$ cat src/rtl/ieee_fp32_multiplier.sv
// IEEE-754 binary32 multiplier, round-to-nearest-even, subnormals flushed to zero.
// One combinational multiply/normalise/round stage feeding a single output register.
module ieee_fp32_multiplier (
    input  logic        clk,
    input  logic        rst,
    input  logic [31:0] number1,
    input  logic [31:0] number2,
    output logic [31:0] result
);

    // Operand fields
    logic        sa, sb, sr;
    logic [7:0]  ea, eb;
    logic [22:0] fa, fb;

    assign sa = number1[31];
    assign ea = number1[30:23];
    assign fa = number1[22:0];
    assign sb = number2[31];
    assign eb = number2[30:23];
    assign fb = number2[22:0];
    assign sr = sa ^ sb;

    // Class decode; exp==0 is treated as zero regardless of fraction (DAZ)
    logic zero_a, zero_b, inf_a, inf_b, nan_a, nan_b;

    assign zero_a = (ea == 8'h00);
    assign zero_b = (eb == 8'h00);
    assign inf_a  = (ea == 8'hFF) && (fa == 23'h0);
    assign inf_b  = (eb == 8'hFF) && (fb == 23'h0);
    assign nan_a  = (ea == 8'hFF) && (fa != 23'h0);
    assign nan_b  = (eb == 8'hFF) && (fb != 23'h0);

    // Significand product with hidden ones; full 48-bit width so no bits are lost
    logic [47:0] mant_a, mant_b, prod;

    assign mant_a = {24'd0, 1'b1, fa};
    assign mant_b = {24'd0, 1'b1, fb};
    assign prod   = mant_a * mant_b;

    // Exponent sum kept signed at 10 bits so both overflow and underflow stay visible
    logic signed [9:0] exp_sum;

    assign exp_sum = $signed({2'b00, ea}) + $signed({2'b00, eb}) - 10'sd127;

    // Normalise: the product of two [1,2) values lies in [1,4), so at most one shift
    logic [23:0]       sig;
    logic              guard, sticky;
    logic signed [9:0] exp_n;

    // Pick the 24-bit window below the leading one and collect guard/sticky
    always_comb begin
        sig    = prod[46:23];
        guard  = prod[22];
        sticky = |prod[21:0];
        exp_n  = exp_sum;
        if (prod[47]) begin
            sig    = prod[47:24];
            guard  = prod[23];
            sticky = |prod[22:0];
            exp_n  = exp_sum + 10'sd1;
        end
    end

    // Round to nearest, ties to even
    logic              rnd_inc;
    logic [24:0]       sig_rnd;
    logic [22:0]       frac_f;
    logic signed [9:0] exp_f;

    assign rnd_inc = guard && (sticky || sig[0]);
    assign sig_rnd = {1'b0, sig} + {24'd0, rnd_inc};

    // A carry out of the rounder means the significand became 1.000..0 x 2
    always_comb begin
        frac_f = sig_rnd[22:0];
        exp_f  = exp_n;
        if (sig_rnd[24]) begin
            frac_f = sig_rnd[23:1];
            exp_f  = exp_n + 10'sd1;
        end
    end

    // Special cases first in priority order, then range checks on the rounded result
    logic [31:0] result_d;

    always_comb begin
        if (nan_a || nan_b || (inf_a && zero_b) || (inf_b && zero_a))
            result_d = 32'h7FC0_0000;
        else if (inf_a || inf_b)
            result_d = {sr, 8'hFF, 23'h0};
        else if (zero_a || zero_b)
            result_d = {sr, 31'h0};
        else if (exp_f >= 10'sd255)
            result_d = {sr, 8'hFF, 23'h0};
        else if (exp_f <= 10'sd0)
            result_d = {sr, 31'h0};
        else
            result_d = {sr, exp_f[7:0], frac_f};
    end

    // Output register; reset clears any in-flight product
    always_ff @(posedge clk or posedge rst) begin
        if (rst)
            result <= 32'h0000_0000;
        else
            result <= result_d;
    end

endmodule

$ cat config.mk
export PLATFORM = sky130hd
export DESIGN_NAME = ieee_fp32_multiplier
export DESIGN_NICKNAME = d
export VERILOG_FILES = /design/src/rtl/ieee_fp32_multiplier.sv
export SDC_FILE = /design/constraint.sdc
export NUM_CORES = 2
export LEC_CHECK = 0
export CAP_MARGIN = 20
export CORE_ASPECT_RATIO = 0.5
export CORE_UTILIZATION = 65
export DETAILED_ROUTE_END_ITERATION = 8
export MAX_ROUTING_LAYER = met4
export PLACE_DENSITY = 0.83
export SLEW_MARGIN = 40
export SYNTH_ARGS = -nofsm -noshare
export SYNTH_HDL_FRONTEND = slang
export SYNTH_SLANG_ARGS = --single-unit
$ cat constraint.sdc
create_clock -name clk -period 1.1 [get_ports clk]
set_input_delay 0.165 -clock clk [delete_from_list [all_inputs] [get_ports clk]]
set_output_delay 0.165 -clock clk [all_outputs]
set_load 0.01 [all_outputs]
==> results of run 1 <==
[metal layers]
metal | global-route usage (%) | GRT overflow
met3 | 65.53 | 5
met4 | 76.72 | 38
met1 | 78.54 | 4
met5 | - | -
met2 | 94.26 | 59
[metrics by stage]
| step | setup TNS [ns] | hold slack [ns] | cells |
|---|---|---|---|
| 3_5_place_dp | -247.84 | 0.5396 | 3772 |
| 4_1_cts | -223.20 | 0.2459 | 3918 |
| 3_3_place_gp | -245.07 | 0.5153 | 3772 |
| 2_1_floorplan | -225.49 | 0.2812 | 2796 |
[Yosys cell counts, types with 7 or more instances]
cell                        number  area (µm²)
sky130_fd_sc_hd__a2111oi_0       7       61.31
sky130_fd_sc_hd__a211oi_1        9       67.56
sky130_fd_sc_hd__a21o_1         25       187.7
sky130_fd_sc_hd__a21oi_1        82       410.4
sky130_fd_sc_hd__a31oi_1         7       43.79
sky130_fd_sc_hd__and2_1        251        1570
sky130_fd_sc_hd__and3_1         12       75.07
sky130_fd_sc_hd__buf_2          25       125.1
sky130_fd_sc_hd__clkbuf_1       97       364.1
sky130_fd_sc_hd__dfrtp_1        32       800.8
sky130_fd_sc_hd__fa_1          483        9669
sky130_fd_sc_hd__ha_1          191        2390
sky130_fd_sc_hd__inv_1         608        2282
sky130_fd_sc_hd__mux2i_1        19       190.2
sky130_fd_sc_hd__nand2_1       350        1314
sky130_fd_sc_hd__nand2b_1       13       81.33
sky130_fd_sc_hd__nand3_1        26       130.1
sky130_fd_sc_hd__nand4_1        38       237.7
sky130_fd_sc_hd__nor2_1        121       454.2
sky130_fd_sc_hd__nor2b_1         7       43.79
sky130_fd_sc_hd__nor3_1         27       135.1
sky130_fd_sc_hd__nor3_2          8       80.08
sky130_fd_sc_hd__nor4_1         27       168.9
sky130_fd_sc_hd__nor4_2         10       125.1
sky130_fd_sc_hd__o211ai_1       13       97.59
sky130_fd_sc_hd__o21a_1          9       67.56
sky130_fd_sc_hd__o21ai_0        50       250.2
sky130_fd_sc_hd__o21ai_1        10       50.05
sky130_fd_sc_hd__o21bai_1        7       52.55
sky130_fd_sc_hd__or3_1          19       118.9
sky130_fd_sc_hd__xnor2_1        53       464.2
sky130_fd_sc_hd__xor2_1         18       157.7
[logic make-up after synthesis]
kind of cell	after synthesis	synth area share [%]
muxes	22	0.9465
and+or+nand+nor	949	20.84
AOI/OAI and AO/OA	298	8.910
xor gates and xnor gates	71	2.628
DFF	32	3.384
buffers and inverters	750	12.32
adders and majority gates	674	50.97
[timing repair]
action	4_1_cts
cloned	18
pin swaps	127
setup endpoints to repair	64
gates resized for setup	425
setup buffers	120
hold buffers	0
==> out/results.ini, run 1 <==
[outcome]
outcome=stopped before the end
stop_stage=global routing
error_message=[ERROR GRT-0232] Routing congestion too high. Check the congestion heatmap in the GUI.

[grt]
global_route.overflow_total=106
grt_util_all_layers_pct=79.80
maximum_number_of_pins_on_one_net_before_global_route_repair=33

[clocking]
cts_max_path_buffers=2
cts_sinks=32
cts_made_buffers=5
cts_root_buffer=sky130_fd_sc_hd__clkbuf_16
htree_levels=2

[logic_synthesis]
count_of_flip_flops_with_a_built_in_enable_after_synthesis=0
synth-async-reset-ratio_pct=100.0
synth-seq-area-share_pct=3.384
syn_nets=3536
synth-warning-count=0
ys.flop_type=sky130_fd_sc_hd__dfrtp_1
post_synth_instance_area_mm2=0.02366
ys_ff_latch=32
synthDistinctLibCells=95
syn_area_per_cell_um2=8.463
post_synth_inst_count=2796

[placement]
routability_driven_placement_congestion_ratio=1.027
dpl-instance-area_mm2=0.02919
number_of_buffers_inserted_by_port_buffering=97
detailedPlace.worstSlack_ns=-8.063
hpwl_um=65920

[floorplan]
fp.dieW_um=271.8
io_pins=98
initial_utilization_pct=67.35
floorplan.die.height_um=136.9
floorplan.rows=48

[timing]
crit_endpoint=result[19]$_DFF_PP0_/D
worst_path_end_type=register input

==> inputs of run 2 (changes only) <==
Settings changed: CORE_ASPECT_RATIO 0.5 to unset, CORE_UTILIZATION 65 to 40, MAX_ROUTING_LAYER met4 to unset, PLACE_DENSITY 0.83 to unset, PLACE_DENSITY_LB_ADDON set to 0.15.
==> out/results.ini, run 2 <==
[timing]
min_setup_slack_post_route_ns=-7.261
finalCriticalPeriod_ns=8.361
max_clock_freq_mhz=119.6
maxSlewViolCount=0
hold-worst-slack_ns=0.2253
timing_hold_violations_final=0
layout_worst_path_cycle_share_pct=760.1
worstMarginPinSlew_ns=0.7513
grt_setup_unrepaired=yes
setup_viol_count_final=32
relSlewSlack_pct=49.55

[logic_synthesis]
ys_ff_latch=32
synth-warning-count=0
syn_nets=3536
yosys-top-cells-count=608 x sky130_fd_sc_hd__inv_1, 483 x sky130_fd_sc_hd__fa_1, 350 x sky130_fd_sc_hd__nand2_1
count_of_flip_flops_with_a_built_in_enable_after_synthesis=0
cell_accounting_for_the_most_synthesized_area=sky130_fd_sc_hd__fa_1
synth-seq-area-share_pct=3.384
synthDistinctLibCells=95
post-synth-top-count-cell=sky130_fd_sc_hd__inv_1
synth-async-reset-ratio_pct=100.0
ys.flop_type=sky130_fd_sc_hd__dfrtp_1
post_synth_inst_count=2796
synth_top_area_share_pct=40.87
ys_top_cells_by_area=sky130_fd_sc_hd__fa_1 41%, sky130_fd_sc_hd__ha_1 10%, sky130_fd_sc_hd__inv_1 9.6%
syn_area_per_cell_um2=8.463
post_synth_instance_area_mm2=0.02366

[placement]
number_of_buffers_inserted_by_port_buffering=97
placed_cells=4090
routability_driven_placement_congestion_ratio=0.9462
detailedPlace.worstSlack_ns=-8.112
hpwl_um=66220

[clocking]
htree_levels=2
cts_made_buffers=5
cts_sinks=32
path_clk_slew_ns=0.06
cts_root_buffer=sky130_fd_sc_hd__clkbuf_16
holdBufCountCts=0
tritoncts=yes
cts_max_path_buffers=2

[floorplan]
io_pins=98
floorplan.rows=88
die_area_mm2=0.06013
fp.dieW_um=245.2
initial_utilization_pct=40.78
floorplan.die.height_um=245.2
design.core.area_mm2=0.05803

[final_layout]
layout_common_cells=624 x sky130_fd_sc_hd__buf_4, 569 x sky130_fd_sc_hd__inv_1, 444 x sky130_fd_sc_hd__fa_1, 331 x sky130_fd_sc_hd__nand2_1, 214 x sky130_fd_sc_hd__and2_1
antenna-diode-count=0
layout-drive-gt1-share_pct=31.23
largest_register_ff_count=32
top_regs=result (32)
area_growth_syn_to_layout_pct=39.53
post-route-util_pct=56.90
layout.cells.most_common=sky130_fd_sc_hd__buf_4
layout.cells.non_filler=4265
layout.nets=4240
regMostFlops=result

[setup_path]
slowest_stage=sky130_fd_sc_hd__fa_2
critPathKind=in -> reg
path_common_cell=sky130_fd_sc_hd__fa_1
critical_path.max_fanout=11
timing.critical_path.slowest_cell_delay_ns=0.62
cp-start-kind=input port
setup.worst_path.end_class=register
worst_ep_required_time_ns=1.24
cp_data_arrival_time_ns=8.51

[detailed_routing]
routed-via-count=22062
detail_route.wirelength_um=85600
drt_pre_antenna_iters=5
route.detailed.drc=0
drt_first_iter_violations=1300
route.detailed.wl_per_inst_um=20.07
viasPerCell=5.173
postRouteAntennaNets=0

[outcome]
outcome=finished with violations
failed_checks=setup timing

[worst_hold_path]
hold_path_class=in -> async

[grt]
global_route_wire_length_before_repair_um=135900
via_count_of_the_first_global_routing_pass=24012
global_route.overflow_total=0
grt_antenna_before_repair=1
grt_util_all_layers_pct=29.27
maximum_number_of_pins_on_one_net_before_global_route_repair=33

[flow_run]
maxCapViolCount=0

[run 2: cell counts after synthesis]
Identical to the previous run, type by type.
[run 2: worst paths after layout]
kind                       cells after the start                   end  slack, ns   startpoint
min in group clk                               3  result[31]$_DFF_PP0_       0.59  number1[31]
max in group asynchronous                      3   result[7]$_DFF_PP0_       0.70          rst
min                                            3  result[29]$_DFF_PP0_       0.23          rst
max                                           34   result[2]$_DFF_PP0_      -7.26   number1[5]
[run 2: metal layers]
metal,share of wire [%],track usage (%),vias up,wire length (µm)
met2,48,49.69,738,41010
li1,-,-,10040,-
met1,41,37.78,11089,35340
met4,5.0,11.40,0,4281
met5,0,0,-,0
met3,5.8,3.674,195,4969
[run 2: final cells by class]
type,instances,area [µm²]
clock buffers,7,152.6
fillers,5155,25010
inverters,611,2318
multi-input cells,2014,20950
flip-flops and latches,32,800.8
well taps,765,957.2
repair buffers,836,7833
[run 2: what timing repair did]
action | 4_1_cts | 5_1_grt
cloned | 31 | 3
pin swaps | 93 | 102
setup endpoints to repair | 64 | 42
gates resized for setup | 445 | 197
setup buffers | 110 | 29
[run 2: worst max-delay path, delay by kind of cell]
kind / cells / cell delay [ns]
AOI/OAI and AO/OA: 6 / 1.47
buffers and inverters: 10 / 1.23
adders and majority gates: 9 / 4.19
and+or+nand+nor: 9 / 1.40
[run 2: logic make-up (layout without fill, tap and decap cells)]
group | count (synthesis) | in the layout | share of synthesized area, %
AOI/OAI and AO/OA | 298 | 298 | 8.910
xor gates and xnor gates | 71 | 71 | 2.628
adders and majority gates | 674 | 674 | 50.97
buffers and inverters | 750 | 1454 | 12.32
DFF | 32 | 32 | 3.384
muxes | 22 | 22 | 0.9465
and+or+nand+nor | 949 | 949 | 20.84
[run 2: metrics by stage]
step	setup TNS, ns	area [µm²]
2_1_floorplan	-225.49	24190
3_3_place_gp	-253.84	29910
3_5_place_dp	-250.17	29910
4_1_cts	-221.94	32350
5_1_grt	-231.21	33010
6_report	-223.31	33010
Power of run 2 is left out: the tool's default activity adds up to more than one toggle a clock period on the data nets, which glitch-free logic cannot reach.
